`config.mk`:
```
export PLATFORM = sky130hd
export DESIGN_NAME = fp32_addsub_norm
export DESIGN_NICKNAME = d
export VERILOG_FILES = /design/src/rtl/fp32_addsub_norm.sv
export SDC_FILE = /design/constraint.sdc
export NUM_CORES = 1
export LEC_CHECK = 0
export CORE_MARGIN = 4
export CORE_UTILIZATION = 50
export CTS_CLUSTER_SIZE = 28
export DETAILED_ROUTE_END_ITERATION = 6
export PLACE_DENSITY = 0.72
export REMOVE_ABC_BUFFERS = 1
export SYNTH_ARGS = -nofsm -noshare
export SYNTH_HDL_FRONTEND = slang
export SYNTH_SLANG_ARGS = --single-unit
export TNS_END_PERCENT = 10
```
`constraint.sdc`:
```
create_clock -name clk -period 15.5 [get_ports clk]
set_clock_uncertainty 0.2 [all_clocks]
set_input_delay 3.1 -clock clk [delete_from_list [all_inputs] [get_ports clk]]
set_output_delay 3.1 -clock clk [all_outputs]
set_load 0.05 [all_outputs]
```
`src/rtl/fp32_addsub_norm.sv`:
```
// fp32_addsub_norm: elastic add/subtract and leading-zero normalization stage for single precision
module fp32_addsub_norm #(
  parameter bit NORM_REG = 1'b1
) (
  input  logic        clk,
  input  logic        rst_n,
  input  logic        in_valid,
  output logic        in_ready,
  input  logic        in_op,
  input  logic        in_sign_a,
  input  logic        in_sign_b,
  input  logic [23:0] in_mant_a,
  input  logic [23:0] in_mant_b,
  input  logic [7:0]  in_exp,
  input  logic        in_sticky,
  input  logic        in_exception,
  output logic        out_valid,
  input  logic        out_ready,
  output logic        out_sign,
  output logic [7:0]  out_exp,
  output logic [22:0] out_mant,
  output logic        out_round,
  output logic        out_sticky,
  output logic        out_zero,
  output logic        out_overflow,
  output logic        out_exception
);
  logic        eb, same, a_ge_b, a_zero, a_sign;
  logic [24:0] a_sum;
  logic        s1_valid, s1_sign, s1_sticky, s1_exc, s1_zero, s1_advance;
  logic [24:0] s1_sum;
  logic [7:0]  s1_exp;
  logic [4:0]  lz;
  logic [7:0]  e1, em1, sh, ec;
  logic [23:0] r, m;
  logic        n_sign, n_round, n_sticky, n_zero, n_ovf, n_exc;
  logic [7:0]  n_exp;
  logic [22:0] n_mant;

  assign eb     = in_sign_b ^ in_op;
  assign same   = in_sign_a == eb;
  assign a_ge_b = in_mant_a >= in_mant_b;
  assign a_sum  = same ? {1'b0, in_mant_a} + {1'b0, in_mant_b}
                : a_ge_b ? {1'b0, in_mant_a - in_mant_b} : {1'b0, in_mant_b - in_mant_a};
  assign a_zero = ~in_exception & ~in_sticky & (a_sum == 25'd0);
  assign a_sign = ~a_zero & ((same | a_ge_b) ? in_sign_a : eb);
  assign in_ready = ~s1_valid | s1_advance;

  // Stage 1: capture the signed magnitude result whenever the slot is free or draining
  always_ff @(posedge clk or negedge rst_n) begin
    if (!rst_n) begin
      s1_valid  <= 1'b0;
      s1_sign   <= 1'b0;
      s1_sum    <= 25'd0;
      s1_exp    <= 8'd0;
      s1_sticky <= 1'b0;
      s1_exc    <= 1'b0;
      s1_zero   <= 1'b0;
    end else if (in_ready) begin
      s1_valid <= in_valid;
      if (in_valid) begin
        s1_sign   <= a_sign;
        s1_sum    <= a_sum;
        s1_exp    <= in_exp;
        s1_sticky <= in_sticky;
        s1_exc    <= in_exception;
        s1_zero   <= a_zero;
      end
    end
  end

  // Leading-zero count of the uncarried 24-bit result
  always_comb begin
    lz = 5'd24;
    for (int i = 0; i < 24; i++) if (r[i]) lz = 5'(23 - i);
  end

  assign r   = s1_sum[23:0];
  assign e1  = (s1_exp == 8'd0) ? 8'd1 : s1_exp;
  assign em1 = e1 - 8'd1;
  assign sh  = ({3'b0, lz} < em1) ? {3'b0, lz} : em1;
  assign m   = r << sh;
  assign ec  = e1 + 8'd1;

  // Normalization; exceptions and exact zeros override the arithmetic result
  always_comb begin
    n_exc    = s1_exc;
    n_zero   = ~s1_exc & s1_zero;
    n_ovf    = ~s1_exc & ~s1_zero & s1_sum[24] & (e1 == 8'd254);
    n_sign   = ~s1_exc & s1_sign;
    n_round  = ~s1_exc & ~s1_zero & s1_sum[24] & s1_sum[0];
    n_sticky = ~s1_exc & s1_sticky;
    n_exp    = (s1_exc | n_ovf) ? 8'hff : s1_zero ? 8'd0 : s1_sum[24] ? ec : m[23] ? e1 - sh : 8'd0;
    n_mant   = (s1_exc | n_ovf | s1_zero) ? 23'd0 : s1_sum[24] ? s1_sum[23:1] : m[22:0];
  end

  if (NORM_REG) begin : g_reg
    logic s2_valid;
    assign s1_advance = s1_valid & (~s2_valid | out_ready);
    assign out_valid  = s2_valid;
    // Stage 2: register the normalized result, holding it while downstream stalls
    always_ff @(posedge clk or negedge rst_n) begin
      if (!rst_n) begin
        s2_valid      <= 1'b0;
        out_sign      <= 1'b0;
        out_exp       <= 8'd0;
        out_mant      <= 23'd0;
        out_round     <= 1'b0;
        out_sticky    <= 1'b0;
        out_zero      <= 1'b0;
        out_overflow  <= 1'b0;
        out_exception <= 1'b0;
      end else if (~s2_valid | out_ready) begin
        s2_valid <= s1_valid;
        if (s1_valid) begin
          out_sign      <= n_sign;
          out_exp       <= n_exp;
          out_mant      <= n_mant;
          out_round     <= n_round;
          out_sticky    <= n_sticky;
          out_zero      <= n_zero;
          out_overflow  <= n_ovf;
          out_exception <= n_exc;
        end
      end
    end
  end else begin : g_comb
    assign s1_advance    = s1_valid & out_ready;
    assign out_valid     = s1_valid;
    assign out_sign      = n_sign;
    assign out_exp       = n_exp;
    assign out_mant      = n_mant;
    assign out_round     = n_round;
    assign out_sticky    = n_sticky;
    assign out_zero      = n_zero;
    assign out_overflow  = n_ovf;
    assign out_exception = n_exc;
  end
endmodule

```
==> results of run 1 <==
[worst max-delay path by stage]
| stage | start | endpoint | slack [ns] | cells past startpoint |
|---|---|---|---|---|
| CTS | out_ready | in_ready | 7.53 | 3 |
| finish | out_ready | in_ready | 7.52 | 3 |
| floorplan | in_mant_a[11] | s1_sign$_DFFE_PN0P_ | 8.25 | 13 |
| detailed placement | out_ready | in_ready | 7.54 | 3 |
| global route | out_ready | in_ready | 7.49 | 3 |
| global placement | out_ready | in_ready | 7.54 | 3 |
[cell type report]
cell class | instances | area [um2] | area share
clock buffers | 13 | 270 | 0.0246
flip-flops and latches | 76 | 1900 | 0.173
well taps | 234 | 293 | 0.0267
multi-input cells | 988 | 7000 | 0.638
inverters | 91 | 348 | 0.0317
repair buffers | 111 | 1090 | 0.0992
clock inverters | 3 | 67.6 | 0.00616
[per-stage QoR]
stage / utilization / setup WS [ns] / cells / area, um2 / hold slack, ns
2_1_floorplan: - / 8.25 / 1155 / 9230 / 0.271
3_3_place_gp: 0.567 / 7.54 / 1500 / 10600 / 0.249
3_5_place_dp: 0.567 / 7.54 / 1500 / 10600 / 0.254
4_1_cts: 0.585 / 7.53 / 1516 / 11000 / 0.267
5_1_grt: 0.585 / 7.49 / 1516 / 11000 / 0.304
6_report: 0.585 / 7.52 / 1516 / 11000 / 0.263
[cell usage after synthesis (18+ instances only)]
cell and count:
nand2b_1 18, nand3_1 40, o21ai_0 69, dfrtp_1 76
nor4_1 23, mux2_2 35, nor3_1 28, nor2_1 100
a21oi_1 94, inv_1 87, nand4_1 18, xnor2_1 18
nand2_1 83, clkbuf_1 72, a211oi_1 26, a21o_1 18
mux2i_1 49, ha_1 83
[logic make-up (layout without fill, tap and decap cells)]
family	after synthesis	count (layout)
AOI/OAI and AO/OA	378	378
xor gates and xnor gates	29	29
adders and majority gates	87	87
buffers and inverters	184	218
DFF	76	76
muxes	90	90
other	1	2
and+or+nand+nor	402	402
[worst max-delay path: cells and delay by family]
family / cells / cell delay (ns)
buffers and inverters: 2 / 1.33
and+or+nand+nor: 1 / 0.25
[placed cells by master (no fill, tap or decap), drive strengths merged, types with 26 or more instances in the layout]
master / instances
clkdlybuf4s50: 102
inv: 88
nand3: 40
a211oi: 26
mux2: 38
nor3: 30
a21oi: 94
nand2: 85
mux2i: 50
ha: 83
nor2: 100
o21ai: 73
dfrtp: 76
[report_power, final]
part / leakage (nW) / switching (W) / total, W / internal, W
combinational: 3.68 / 0.000598 / 0.000979 / 0.000381
clock: 0.162 / 0.0000801 / 0.000234 / 0.000154
sequential: 0.931 / 0.000110 / 0.000370 / 0.000261
total: 4.77 / 0.000788 / 0.00158 / 0.000796
[routing by layer]
metal  share of wire  wire [um]  GRT usage  vias to the layer above
met5               0          0          0                        -
li1                -          -          -                     4676
met4           0.039       1130      0.109                        0
met2            0.46      13400      0.426                      442
met3           0.068       1970     0.0394                       96
met1            0.43      12500      0.343                     4609
[flip-flops by register name (all words and copies together), names as in the netlist, 8 cells and up]
register,flops
s1_sum,25
out_mant,23
out_exp,8
s1_exp,8
==> results.sh, run 1 <==
export IMPL_grt_util_all_layers=0.260
export IMPL_async_flop_share=1.00
export IMPL_cts_tree="built"
export IMPL_synth_area_mux_share=0.102
export IMPL_fin_nets=1429
export IMPL_wl_um=29000
export IMPL_tightestPinTransition_ns=0.928
export IMPL_drive_above_1_share=0.0671
export IMPL_clock_fmax_mhz=125
export IMPL_synthSimpleGateAreaFrac=0.216
export IMPL_netlist_area_um2=9600
export IMPL_clk_latency_ns=0.34
export IMPL_worst_path_most_repeated_cell="clkdlybuf4s50_1"
export IMPL_gp_congestion=0.933
export IMPL_vias_per_cell=6.48
export IMPL_endpoint_kind="output pin"
export IMPL_cp_max_fo=6
export IMPL_clk_path_buf_depth=2
export IMPL_synthAdderAreaFrac=0.117
export IMPL_worstPathRequired_ns=12.20
export IMPL_crit_chain="clkdlybuf4s50_1 > nand3b_1 > clkdlybuf4s50_1"
export IMPL_synth_seq_area_share=0.198
export IMPL_clock_sinks=76
export IMPL_grt_max_degree=77
export IMPL_slowest_stage="clkdlybuf4s50_1"
export IMPL_slew_viol_final=0
export IMPL_fp_dieH_um=147
export IMPL_grt_pass1_vias=9116
export IMPL_yosysWarningCount=0
export IMPL_ios=104
export IMPL_drt_antenna_violating_nets=0
export IMPL_core_area_um2=18800
export IMPL_p_total_w=0.00158
export IMPL_relSlewSlack=0.381
export IMPL_dominantRegCellSynth="dfrtp_1"
export IMPL_max_stage_delay_ns=0.86
export IMPL_hpwl_um=22100
export IMPL_synth_compound_area_frac=0.266
export IMPL_areaGrowthSynthToFinish_pct=14.3
export IMPL_startpoint_type="input pin"
export IMPL_insertedDiodeCount=0
export IMPL_timing_rr_start="s1_exp[6]$_DFFE_PN0P_"
export IMPL_die_x_um=147
export IMPL_hold_viol=0
export IMPL_numCtsBuffers=9
export IMPL_synth_top_cell_area_share=0.198
export IMPL_timing_rr_end="out_exp[7]$_DFFE_PN0P_"
export IMPL_timing_final_crit_share=0.515
export IMPL_period_needed_ns=7.98
export IMPL_rows=50
export IMPL_wl_per_cell_um=19.1
export IMPL_p_per_area_nw_per_um2=144
export IMPL_root_buffer="clkbuf_16"
export IMPL_vias=9823
export IMPL_start_util=0.511
export IMPL_maxCapViolCount=0
export IMPL_tns_ns=0
export IMPL_io_buffers=103
export IMPL_ir_worst_vdd_mv=0.0689
export IMPL_synth_seq_cells=76
export IMPL_clkTransAtPathRegs_ns=0.06
export IMPL_hold_path_startpoint="out_sticky$_DFFE_PN0P_"
export IMPL_cts_hold_buffers=0
export IMPL_setup_violations=0
export IMPL_drt_iter0_markers=806
export IMPL_p_leak_nw=4.77
export IMPL_synth_edf_count=0
export IMPL_syn_inst=1247
export IMPL_drc=0
export IMPL_dieArea_um2=21500
export IMPL_whs_endpoint="out_sticky$_DFFE_PN0P_"
export IMPL_n_fill_cell=1785
export IMPL_antenna_found_initial=0
export IMPL_cts_max_level=3
export IMPL_first_pass_iters=6
export IMPL_post_cts_buffers=0
export IMPL_rrSetupSlack_ns=8.76
export IMPL_hold_class="reg2reg"
export IMPL_avgSynthCellArea_um2=7.70
export IMPL_grt_overflow=0
export IMPL_cts_resized=0
export IMPL_grt_pass1_wl_um=46600
export IMPL_arrival_ns=4.68
export IMPL_reg2regPathDepth=26
export IMPL_synth_top_family_by_area="compound AO/OA/AOI/OAI gates"
export IMPL_grt_setup_unrepaired="no"
export IMPL_synthXorXnorAreaFrac=0.0265
export IMPL_crit_type="in2out"
export IMPL_synth_area_leaders="dfrtp_1, ha_1, mux2i_1"
export IMPL_yosysUniqueCellTypes=90
export IMPL_holdPathStages=2
export IMPL_synth_largest_area_cell="dfrtp_1"
export IMPL_status="completed"
(Power assumes the default switching activity.)
==> inputs of run 2 (changes only) <==
==> constraint.sdc (replaced) <==
create_clock -name clk -period 7.55 [get_ports clk]
set_clock_uncertainty 0.2 [all_clocks]
set_input_delay 1.51 -clock clk [delete_from_list [all_inputs] [get_ports clk]]
set_output_delay 1.51 -clock clk [all_outputs]
set_load 0.05 [all_outputs]
==> results.sh, run 2 (synthesized netlist as in run 1, its figures left out) <==
export IMPL_status="finished, violations left"
export IMPL_violations="design-rule violations"
export IMPL_grt_setup_unrepaired="no"
export IMPL_setup_violations=0
export IMPL_hold_ws_ns=0.267
export IMPL_areaGrowthSynthToFinish_pct=14.4
export IMPL_insertedDiodeCount=0
export IMPL_wl_um=29300
export IMPL_cts_max_level=3
export IMPL_drt_antenna_violating_nets=0
export IMPL_gp_congestion=0.953
export IMPL_timing_final_crit_share=0.820
export IMPL_hpwl_um=22500
export IMPL_die_x_um=147
export IMPL_period_needed_ns=6.19
export IMPL_drive_above_1_share=0.0693
export IMPL_drt_iter0_markers=887
export IMPL_hold_path_startpoint="out_sticky$_DFFE_PN0P_"
export IMPL_cts_hold_buffers=0
export IMPL_timing_rr_end="out_exp[7]$_DFFE_PN0P_"
export IMPL_final_common_cell="clkdlybuf4s50_1"
export IMPL_ios=104
export IMPL_root_buffer="clkbuf_16"
export IMPL_numCtsBuffers=9
export IMPL_ir_worst_vdd_mv=0.142
export IMPL_grt_pass1_vias=8845
export IMPL_clk_latency_ns=0.35
export IMPL_cts_tree="built"
export IMPL_worstPathRequired_ns=7.63
export IMPL_regMostFlops="s1_sum"
export IMPL_cts_resized=0
export IMPL_clock_sinks=76
export IMPL_dp_cells=1502
export IMPL_antenna_found_initial=0
export IMPL_crit_chain="nor4_1 > nor4b_1 > nor2_1 > ha_1 > nor3b_1 > xnor2_1 > ha_1 > a2111o_1 > nor2b_1 > a21o_1 > mux2_2 > clkinv_2 > ha_1 > inv_1 > a21oi_1 > o21ai_0 > a21boi_0 > o21ai_0 > a21oi_1 > xnor2_1 > o21ai_0 > o21ai_0 > a21oi_1"
export IMPL_cp_top_family="compound AO/OA/AOI/OAI gates"
export IMPL_startpoint_type="flop"
export IMPL_slew_viol_final=0
export IMPL_largest_register_ffs=25
export IMPL_io_buffers=103
export IMPL_layout_common_cells="clkdlybuf4s50_1, nor2_1, a21oi_1, inv_1"
export IMPL_wl_per_cell_um=19.3
export IMPL_p_per_area_nw_per_um2=297
export IMPL_rows=50
export IMPL_tns_ns=0
export IMPL_relSlewSlack=0.251
export IMPL_vias=9746
export IMPL_grt_overflow=0
export IMPL_vias_per_cell=6.42
export IMPL_reg_top3="s1_sum x25, out_mant x23"
export IMPL_reg2regPathDepth=23
export IMPL_fin_nets=1431
export IMPL_max_stage_delay_ns=0.58
export IMPL_first_pass_iters=7
export IMPL_grt_util_all_layers=0.260
export IMPL_holdPathStages=2
export IMPL_worst_path_most_repeated_cell="o21ai_0"
export IMPL_drc=2
export IMPL_start_util=0.511
export IMPL_instances_no_fill=1518
export IMPL_maxCapViolCount=0
export IMPL_p_leak_nw=4.78
export IMPL_endpoint_kind="flop"
export IMPL_hold_viol=0
export IMPL_clkTransAtPathRegs_ns=0.07
export IMPL_grt_pass1_wl_um=46500
export IMPL_clock_fmax_mhz=161
export IMPL_critPathBufInv=2
export IMPL_clk_path_buf_depth=2
export IMPL_slowest_stage="dfrtp_1"
export IMPL_grt_max_degree=77
export IMPL_post_cts_buffers=0
export IMPL_fp_dieH_um=147
export IMPL_whs_endpoint="out_sticky$_DFFE_PN0P_"
export IMPL_core_area_um2=18800
export IMPL_crit_type="reg2reg"
export IMPL_hold_class="reg2reg"
export IMPL_cp_max_fo=22
export IMPL_dieArea_um2=21500
export IMPL_arrival_ns=6.27
export IMPL_timing_rr_start="s1_exp[4]$_DFFE_PN0P_"
export IMPL_tightestPinTransition_ns=1.12
export IMPL_rrSetupSlack_ns=1.36
-- run 2: final cells by class --
cell class	instances	area [um2]
Fill cell	1786	7780
Tap cell	234	293
Timing Repair Buffer	113	1100
Clock buffer	10	239
Clock inverter	6	95.1
Multi-Input combinational cell	988	7000
Sequential cell	76	1900
Inverter	91	348
-- run 2: worst max path at each step --
stage,cells past startpoint,slack (ns),to,from
2_1_floorplan,24,1.22,out_exp[7]$_DFFE_PN0P_,s1_exp[6]$_DFFE_PN0P_
3_3_place_gp,14,1.17,s1_sign$_DFFE_PN0P_,in_mant_a[14]
3_5_place_dp,14,1.07,s1_sign$_DFFE_PN0P_,in_mant_a[17]
4_1_cts,14,1.42,s1_sign$_DFFE_PN0P_,in_mant_a[14]
5_1_grt,23,0.78,out_exp[7]$_DFFE_PN0P_,s1_exp[4]$_DFFE_PN0P_
6_report,23,1.36,out_exp[7]$_DFFE_PN0P_,s1_exp[4]$_DFFE_PN0P_
-- run 2: tightest hold or removal path: cells and delay by family (launching register included) --
| family | cells | cell delay [ns] |
|---|---|---|
| flip-flops | 1 | 0.34 |
| AND/OR/NAND/NOR | 2 | 0.10 |
-- run 2: metal layers --
layer / global-route usage / routed length, um / share of wire / vias to the layer above
met5: 0 / 0 / 0 / -
met2: 0.420 / 13400 / 0.46 / 451
met3: 0.0326 / 2080 / 0.071 / 86
met1: 0.352 / 12700 / 0.43 / 4552
li1: - / - / - / 4657
met4: 0.106 / 1070 / 0.037 / 0
-- run 2: metrics by stage --
step / worst slack (ns) / total power (W) / util / cell area [um2]
final: 1.36 / 0.00326 / 0.585 / 11000
after global routing: 0.779 / 0.00345 / 0.585 / 11000
after CTS: 1.42 / 0.00323 / 0.585 / 11000
after detailed placement: 1.07 / 0.00274 / 0.567 / 10600
after global placement: 1.17 / 0.00272 / 0.567 / 10600
after floorplan: 1.22 / 0.00210 / - / 9230
-- run 2: power breakdown --
part	switching [W]	internal (W)	total [W]
Sequential	0.000222	0.000535	0.000757
Clock	0.000181	0.000301	0.000482
Combinational	0.00123	0.000786	0.00202
==> RTL change: new RTL, flow settings as in run 1 <==
Make the reset (`rst_n`) synchronous in 2 clocked blocks.
--- a/src/rtl/fp32_addsub_norm.sv
+++ b/src/rtl/fp32_addsub_norm.sv
@@ -47,7 +47,7 @@
   assign in_ready = ~s1_valid | s1_advance;
 
   // Stage 1: capture the signed magnitude result whenever the slot is free or draining
-  always_ff @(posedge clk or negedge rst_n) begin
+  always_ff @(posedge clk) begin
     if (!rst_n) begin
       s1_valid  <= 1'b0;
       s1_sign   <= 1'b0;
@@ -99,7 +99,7 @@
     assign s1_advance = s1_valid & (~s2_valid | out_ready);
     assign out_valid  = s2_valid;
     // Stage 2: register the normalized result, holding it while downstream stalls
-    always_ff @(posedge clk or negedge rst_n) begin
+    always_ff @(posedge clk) begin
       if (!rst_n) begin
         s2_valid      <= 1'b0;
         out_sign      <= 1'b0;
Function: differs if rst_n is asserted again (counterexample within 4 cycles, from zero or initial values and one cycle with rst_n low); with rst_n held inactive, the same outputs for 4 cycles.
==> RTL change against run 1 <==
Worst hold slack got worse by 0.0093 ns; sequential power decreased by 31%; routed wire length down 0.13%; utilization is 0.36 points lower; maximum frequency is 0.72% higher; final area decreased by 3.9%; sequential share of layout area shrank 2.9 points; count of clock-buffer cells in the layout down 3; sequential cell count is the same; synthesized area decreased by 2.6%; worst setup slack gained 0.057 ns; power down 18%; clock power decreased by 8.5%; critical path depth up 1.
==> RTL change: results (changes against run 1) <==
- The run finished with clean final reports.
- Compared with the post-synthesis result, the final layout area differs by 12.8%.
- The vias after detailed routing is 9783 (-0.41%).
- The setup slack after layout is 7.57 ns (+0.0567 ns).
- The number of detailed-route iterations in the first pass is 5 (-1).
- The arrival time reported for the critical path endpoint is 4.63 ns (-0.05 ns).
- By count the netlist is led by sky130_fd_sc_hd__nor2_1, sky130_fd_sc_hd__a21oi_1, sky130_fd_sc_hd__nand2_1.
- The peak supply drop is 0.0687 mV (-0.24%).
- The worst setup slack for register-to-register paths is 9.23 ns (+0.47 ns).
- The headroom to the max-slew limit is 0.174 (-0.208).
- The count of non-CTS inverters in the layout is 88 (-3.3%).
- The peak per-stage delay on the critical path is 0.73 ns (-0.13 ns).
- The power consumed by the clock network was 0.000214 W (-8.5%).
- The hold-critical path endpoint is out_zero.
- The largest net degree at the start of global routing is 50 (-35%).
- The area share of the largest cell type after synthesis came to 0.163 (-0.0353).
- The clock network area share is 0.0287 (-0.00207).
- The detailed router's first-iteration violation count came to 1267 (+57%).
- The count of fill cells added during filler insertion is 1833 (+2.7%).
- The area fraction in compound gates after synthesis is 0.313 (+0.0474).
- The first-pass GRT wire length came to 45800 microns (-1.8%).
- The capture point of the worst reg-to-reg path is out_exp[7].
- The clock network fraction of design power is 0.165 (+0.017).
- The fraction of power spent switching nets came to 0.488 (-0.00935).
- The final wirelength is 29000 microns (-0.13%).
- The worst hold slack is 0.253 ns (-0.00930 ns).
- The primary flip-flop cell chosen by synthesis mapping is sky130_fd_sc_hd__dfxtp_1.
- The number of cells on the worst reg-to-reg path is 21 (-19%).
- The area taken by multi-input logic gates is 0.00701 sq mm (+0.12%).
- The register share of total power is 0.198 (-0.036).
- The via count of the first global-routing pass was 8985 (-1.4%).
- The chip width is 145 microns (-1.3%).
- The share of flip-flops with an asynchronous set or reset is 0 (-1.00).
- The fraction of layout cells with a size suffix above 1 is 0.0587 (-0.00839).
- The number of distinct standard cells referenced by the synthesized netlist is 100 (+11%).
- The post-detailed-route wirelength per cell is 18.6 microns (-2.8%).
- The startpoint of the most critical register-to-register path is s1_exp[2].
- The total instance count after detailed placement is 1542 (+2.8%).
- The total half-perimeter wirelength after legalization and detailed placement came to 22100 microns (+0.21%).
==> RTL change: cell types whose count changed after synthesis, moves of 10 or more <==
cell / run 1 / this run
sky130_fd_sc_hd__a211o_1: 2 / 12
sky130_fd_sc_hd__a21oi_1: 94 / 135
sky130_fd_sc_hd__dfrtp_1: 76 / 0
sky130_fd_sc_hd__dfxtp_1: 0 / 76
sky130_fd_sc_hd__mux2_2: 35 / 10
sky130_fd_sc_hd__mux2i_1: 49 / 36
sky130_fd_sc_hd__nand2_1: 83 / 105
sky130_fd_sc_hd__nor2_1: 100 / 137
sky130_fd_sc_hd__nor3_1: 28 / 40
sky130_fd_sc_hd__nor4_1: 23 / 12
==> RTL change: worst max-delay path by stage <==
stage                       start       end  depth (start not counted)
detailed placement  in_mant_a[13]   s1_sign                         15
global route            out_ready  in_ready                          4
CTS                     out_ready  in_ready                          4
finish                  out_ready  in_ready                          4
floorplan               out_ready  in_ready                          2
global placement        out_ready  in_ready                          4
==> RTL change: kinds of logic (layout without fill, tap and decap cells) <==
kind of cell / after synthesis / count (layout)
other: 1 / 2
buffers and inverters: 188 / 215
adders and majority gates: 87 / 87
muxes: 52 / 52
xor gates and xnor gates: 34 / 34
and+or+nand+nor: 421 / 421
AOI/OAI and AO/OA: 442 / 442
DFF: 76 / 76
==> RTL change: layer usage <==
layer / routed length, microns / GRT usage / vias to the layer above / share of wire
met5: 0 / 0 / - / 0
met4: 966 / 0.102 / 0 / 0.033
met3: 1840 / 0.0230 / 84 / 0.063
met2: 13900 / 0.460 / 446 / 0.48
met1: 12300 / 0.350 / 4511 / 0.42
li1: - / - / 4742 / -
